### src/rtl/br_write_ctrl.sv
// Register-file writeback buffer: in-order write FIFO, youngest-wins forwarding to decode,
// and an optional post-reset zeroing sweep of registers 1..31 compiled in by BR_CLEAR_EN.
module br_write_ctrl #(
    parameter int unsigned DEPTH = 4
) (
    input  logic        clk,
    input  logic        reset,
    input  logic        wb_valid,
    output logic        wb_ready,
    input  logic [4:0]  wb_addr,
    input  logic [31:0] wb_alu_data,
    input  logic [31:0] wb_mem_data,
    input  logic        wb_mem_to_reg,
    input  logic        br_hold,
    output logic [4:0]  br_address_write,
    output logic [31:0] br_data_write,
    output logic        br_enable,
    input  logic [4:0]  fwd_addr,
    output logic        fwd_hit,
    output logic [31:0] fwd_data,
    output logic        busy
);

    localparam int unsigned AW    = 5;
    localparam int unsigned DW    = 32;
    localparam int unsigned PTR_W = (DEPTH > 1) ? $clog2(DEPTH) : 1;
    localparam int unsigned CNT_W = $clog2(DEPTH + 1);

    logic [AW-1:0]    addr_mem [DEPTH];
    logic [DW-1:0]    data_mem [DEPTH];
    logic [PTR_W-1:0] wr_ptr;
    logic [PTR_W-1:0] rd_ptr;
    logic [CNT_W-1:0] count;
    logic             out_fwd_valid;
    logic             run_c;
    logic             push_c;
    logic             pop_c;
    logic [DW-1:0]    wb_data_c;

`ifdef BR_CLEAR_EN
    typedef enum logic {CLEAR, RUN} state_t;
    state_t    state;
    logic [4:0] clr_cnt;

    assign run_c = (state == RUN);
    assign busy  = (state == CLEAR);
`else
    assign run_c = 1'b1;
    assign busy  = 1'b0;
`endif

    assign wb_ready  = run_c && (count < CNT_W'(DEPTH));
    assign wb_data_c = wb_mem_to_reg ? wb_mem_data : wb_alu_data;
    // Writes to r0 are accepted but dropped on the floor.
    assign push_c    = wb_valid && wb_ready && (wb_addr != '0);
    assign pop_c     = run_c && !br_hold && (count != '0);

    // FIFO storage; contents are don't-care while the count says empty
    always_ff @(posedge clk) begin
        if (push_c) begin
            addr_mem[wr_ptr] <= wb_addr;
            data_mem[wr_ptr] <= wb_data_c;
        end
    end

    // Pointers, count, write-port registers and the clear sweep
    always_ff @(posedge clk) begin
        if (reset) begin
            wr_ptr           <= '0;
            rd_ptr           <= '0;
            count            <= '0;
            br_enable        <= 1'b0;
            br_address_write <= '0;
            br_data_write    <= '0;
            out_fwd_valid    <= 1'b0;
`ifdef BR_CLEAR_EN
            state            <= CLEAR;
            clr_cnt          <= '0;
`endif
        end else begin
            if (pop_c) begin
                br_enable        <= 1'b1;
                br_address_write <= addr_mem[rd_ptr];
                br_data_write    <= data_mem[rd_ptr];
                out_fwd_valid    <= 1'b1;
                rd_ptr           <= rd_ptr + 1'b1;
            end
`ifdef BR_CLEAR_EN
            else if ((state == CLEAR) && !br_hold) begin
                br_enable        <= 1'b1;
                br_address_write <= clr_cnt + 5'd1;
                br_data_write    <= '0;
                out_fwd_valid    <= 1'b0;
                clr_cnt          <= clr_cnt + 5'd1;
                if (clr_cnt == 5'd30) begin
                    state <= RUN;
                end
            end
`endif
            else begin
                br_enable     <= 1'b0;
                out_fwd_valid <= 1'b0;
            end

            if (push_c) begin
                wr_ptr <= wr_ptr + 1'b1;
            end

            case ({push_c, pop_c})
                2'b10:   count <= count + 1'b1;
                2'b01:   count <= count - 1'b1;
                default: count <= count;
            endcase
        end
    end

    // Scan oldest to youngest so the last match is the youngest pending write
    always_comb begin
        fwd_hit  = 1'b0;
        fwd_data = '0;
        if (fwd_addr != '0) begin
            if (out_fwd_valid && (br_address_write == fwd_addr)) begin
                fwd_hit  = 1'b1;
                fwd_data = br_data_write;
            end
            for (int unsigned i = 0; i < DEPTH; i++) begin
                if ((CNT_W'(i) < count) &&
                    (addr_mem[PTR_W'(rd_ptr + PTR_W'(i))] == fwd_addr)) begin
                    fwd_hit  = 1'b1;
                    fwd_data = data_mem[PTR_W'(rd_ptr + PTR_W'(i))];
                end
            end
        end
    end

endmodule

### config.mk
export PLATFORM = sky130hd
export DESIGN_NAME = br_write_ctrl
export DESIGN_NICKNAME = d
export VERILOG_FILES = /design/src/rtl/br_write_ctrl.sv
export SDC_FILE = /design/constraint.sdc
export NUM_CORES = 1
export LEC_CHECK = 0
export CAP_MARGIN = 20
export CORE_MARGIN = 8
export CORE_UTILIZATION = 56
export DETAILED_ROUTE_END_ITERATION = 10
export PLACE_DENSITY = 0.81
export SLEW_MARGIN = 10
export SYNTH_ARGS = -nofsm -noshare
export SYNTH_HDL_FRONTEND = slang
export SYNTH_SLANG_ARGS = --single-unit
### constraint.sdc
create_clock -name clk -period 3.35 [get_ports clk]
set_input_delay 0.67 -clock clk [delete_from_list [all_inputs] [get_ports clk]]
set_output_delay 0.67 -clock clk [all_outputs]
set_load 0.005 [all_outputs]
==> run metrics <==
Yosys reg bits=195; final wirelength=34,300 um; Worst-Margin Slew=1.12 ns; ant diodes=0; crit start category=flip-flop; first-pass GRT wire length=51,800 um; Reg clk slew, reported paths=0.07 ns; Peak VDD IR=457 uV; Leak Pwr=5.07 nW; CTS H-tree depth=4; met2 Use GR=43.4%; Synth area leaders=edfxtp_1, mux4_2, dfxtp_1; area grow syn2layout=28.9%; # setup viols final=33; status=finished with violations; most frequent cells in the layout=edfxtp_1, clkdlybuf4s50_1, mux4_2, nand2_1, buf_4; total die area=0.0256 mm^2; placed insts=1,309; Max Slew Vio Count=0; Distinct cells, synth=53; Mean Syn Cell Area=13.1 um^2; failing checks=negative setup slack; Combinational Power Share=42.5%; CTS Root Cell=clkbuf_16; grt met3 use=5.55%; syn nets=974; fin crit share=117%; Crit Path Class=reg -> out; Clock power frac=21.7%; Hold WS=0.473 ns; CP required=2.68 ns; Vias/cell=6.65; dpl ws=-1.19 ns; cts hold-fix bufs=0; Core Region=0.0203 mm^2; Clock Tree Buf Depth=2; layout cells sized above 1=38.0%; Final Hold Vio Count=0; CP Capture Type=output port; fin nets=1,179; Iter 0 DRT Violations=1,047; Worst Hold Class=reg -> reg; GRT overflow=0; P per Cell Area=607 mW/mm^2; internal power component=5.96 mW; Boundary Pins=152; cell taking the most area after synthesis=edfxtp_1; PnR worst setup slack=-0.553 ns; Buffers on Ports=150; busiest grt layer=met2; Switching Power=3.15 mW; Crit Path Max Fanout=6; TritonCTS clock tree=done; Final ANT Viol Nets=0; vias in the first global route=9,339; ys async rst share=0%; RSZ-0062 raised after global routing=true; Non-Filler Instances=1,374; CTS Buf Count=17; GRT Util Overall=25.4%; Sw Ratio=34.6%; Cells after Synth=886; sequential cell area fraction in the yosys report=46.3%; Most used DFF post-synth=edfxtp_1; maxcap violations=0; Max Freq=0.256 GHz; per-cell routed wire length=24.9 um; DR pass1 iterations=6; Die H=160 um; Tmin final=3.90 ns; residual DRC count=0; Row Count=52; vias post-DR=9,133; post-synth top area share=38.2%; HPWL after detailed placement=20,500 um; Clk Latency, worst-skew pair=0.45 ns; largest net degree at the start of global routing=49; most common cell after layout, fill and taps aside=edfxtp_1; GR Layer Usage met1=30.6%; Die X=160 um; CTS sink count=195; worst endpoint data arrival time=3.23 ns; R2R Setup Slk=1.40 ns; starting density of the core=57.3%; Slew headroom=25.6%; Routability Congestion=0.873; YS warnings=0; synthesized cell area=0.0116 mm^2; clock skew=0.0167 ns; number of flops mapped to enable cells by yosys=148; initial antenna violation count=0; Flop pwr share=35.9%
sequential cells by signal, summed over array words and instances, names as in the netlist, named ones only:
register          cells
addr_mem             20
br_address_write      5
br_data_write        32
count                 3
data_mem            128
out_fwd_valid         1
rd_ptr                2
wr_ptr                2
stage by stage:
stage                     cell area, um^2  total power [mW]  setup TNS [ns]  utilization, %
after floorplan                     11600              5.65               0               -
after global placement              13900              6.78          -30.78            68.2
after detailed placement            13900              6.87          -32.22            68.2
after CTS                           14700              8.91          -11.50            72.6
after global routing                15000              9.49          -18.07            73.9
final                               15000              9.11          -14.99            73.9
Yosys cell counts, drive strengths merged (9+ instances only):
cell type / n
o2111ai: 13
a22oi: 30
nand3: 38
ha: 9
a21oi: 64
nor2: 30
mux2: 48
dfxtp: 47
mux4: 110
buf: 41
a221o: 17
nand2: 94
inv: 9
mux2i: 30
o21ai: 18
and3: 14
clkbuf: 39
edfxtp: 148
xnor2: 15
nand2b: 18
xor2: 15
kinds of logic after synthesis:
logic type	count (synthesis)	share of synthesized area, %
adders and majority gates	9	0.968
AOI/OAI and AO/OA	155	9.17
muxes	188	28.5
buffers and inverters	89	3.81
xor gates and xnor gates	30	2.26
and+or+nand+nor	219	8.96
DFF	195	46.3
other	1	0.0322
path summary, 6_finish.rpt:
path,from,end,cells past startpoint
worst max register to register,count[2],count[2],7
worst max-delay path,rd_ptr[0],fwd_data[12],12
worst min-delay path,br_data_write[3],br_data_write[3],2
worst min register to register,br_data_write[3],br_data_write[3],2
power by group through the flow:
stage	clock network (mW)	registers [mW]	logic, mW
after detailed placement	0	3.32	3.55
after floorplan	0	3.20	2.45
after CTS	1.97	3.25	3.70
final	1.97	3.27	3.87
after global placement	0	3.29	3.49
after global routing	2.07	3.30	4.12
metal layers:
layer,up-vias,wire length (um),part of all wire [%]
met2,623,17300,50
met3,128,3470,10
met5,-,0,0
li1,3914,-,-
met4,0,1360,4.0
met1,4468,12100,35
worst max-delay path, stage by stage (launching register included):
cell	delay, ns
dfxtp_4	0.40
buf_8	0.14
mux4_2	0.55
xor2_2	0.17
nor4_2	0.27
buf_4	0.18
o21ai_4	0.08
buf_6	0.15
and4_4	0.19
a21oi_4	0.20
buf_8	0.19
o2111ai_4	0.12
buf_2	0.17
timing repair:
item | 4_1_cts | 5_1_grt
setup endpoints to repair | 33 | 33
pin swaps | 34 | 33
cloned | 1 | 2
setup buffers | 24 | 10
gates resized for setup | 186 | 48
layout make-up:
type / count / area (um^2)
inverter: 9 / 33.8
clock inverter: 15 / 130
multi-input combinational: 602 / 6220
timing repair buffer: 266 / 2460
sequential: 195 / 5400
tap: 270 / 338
clock buffer: 17 / 425
fill: 1266 / 5300
Power figures use the tool's default switching activity.
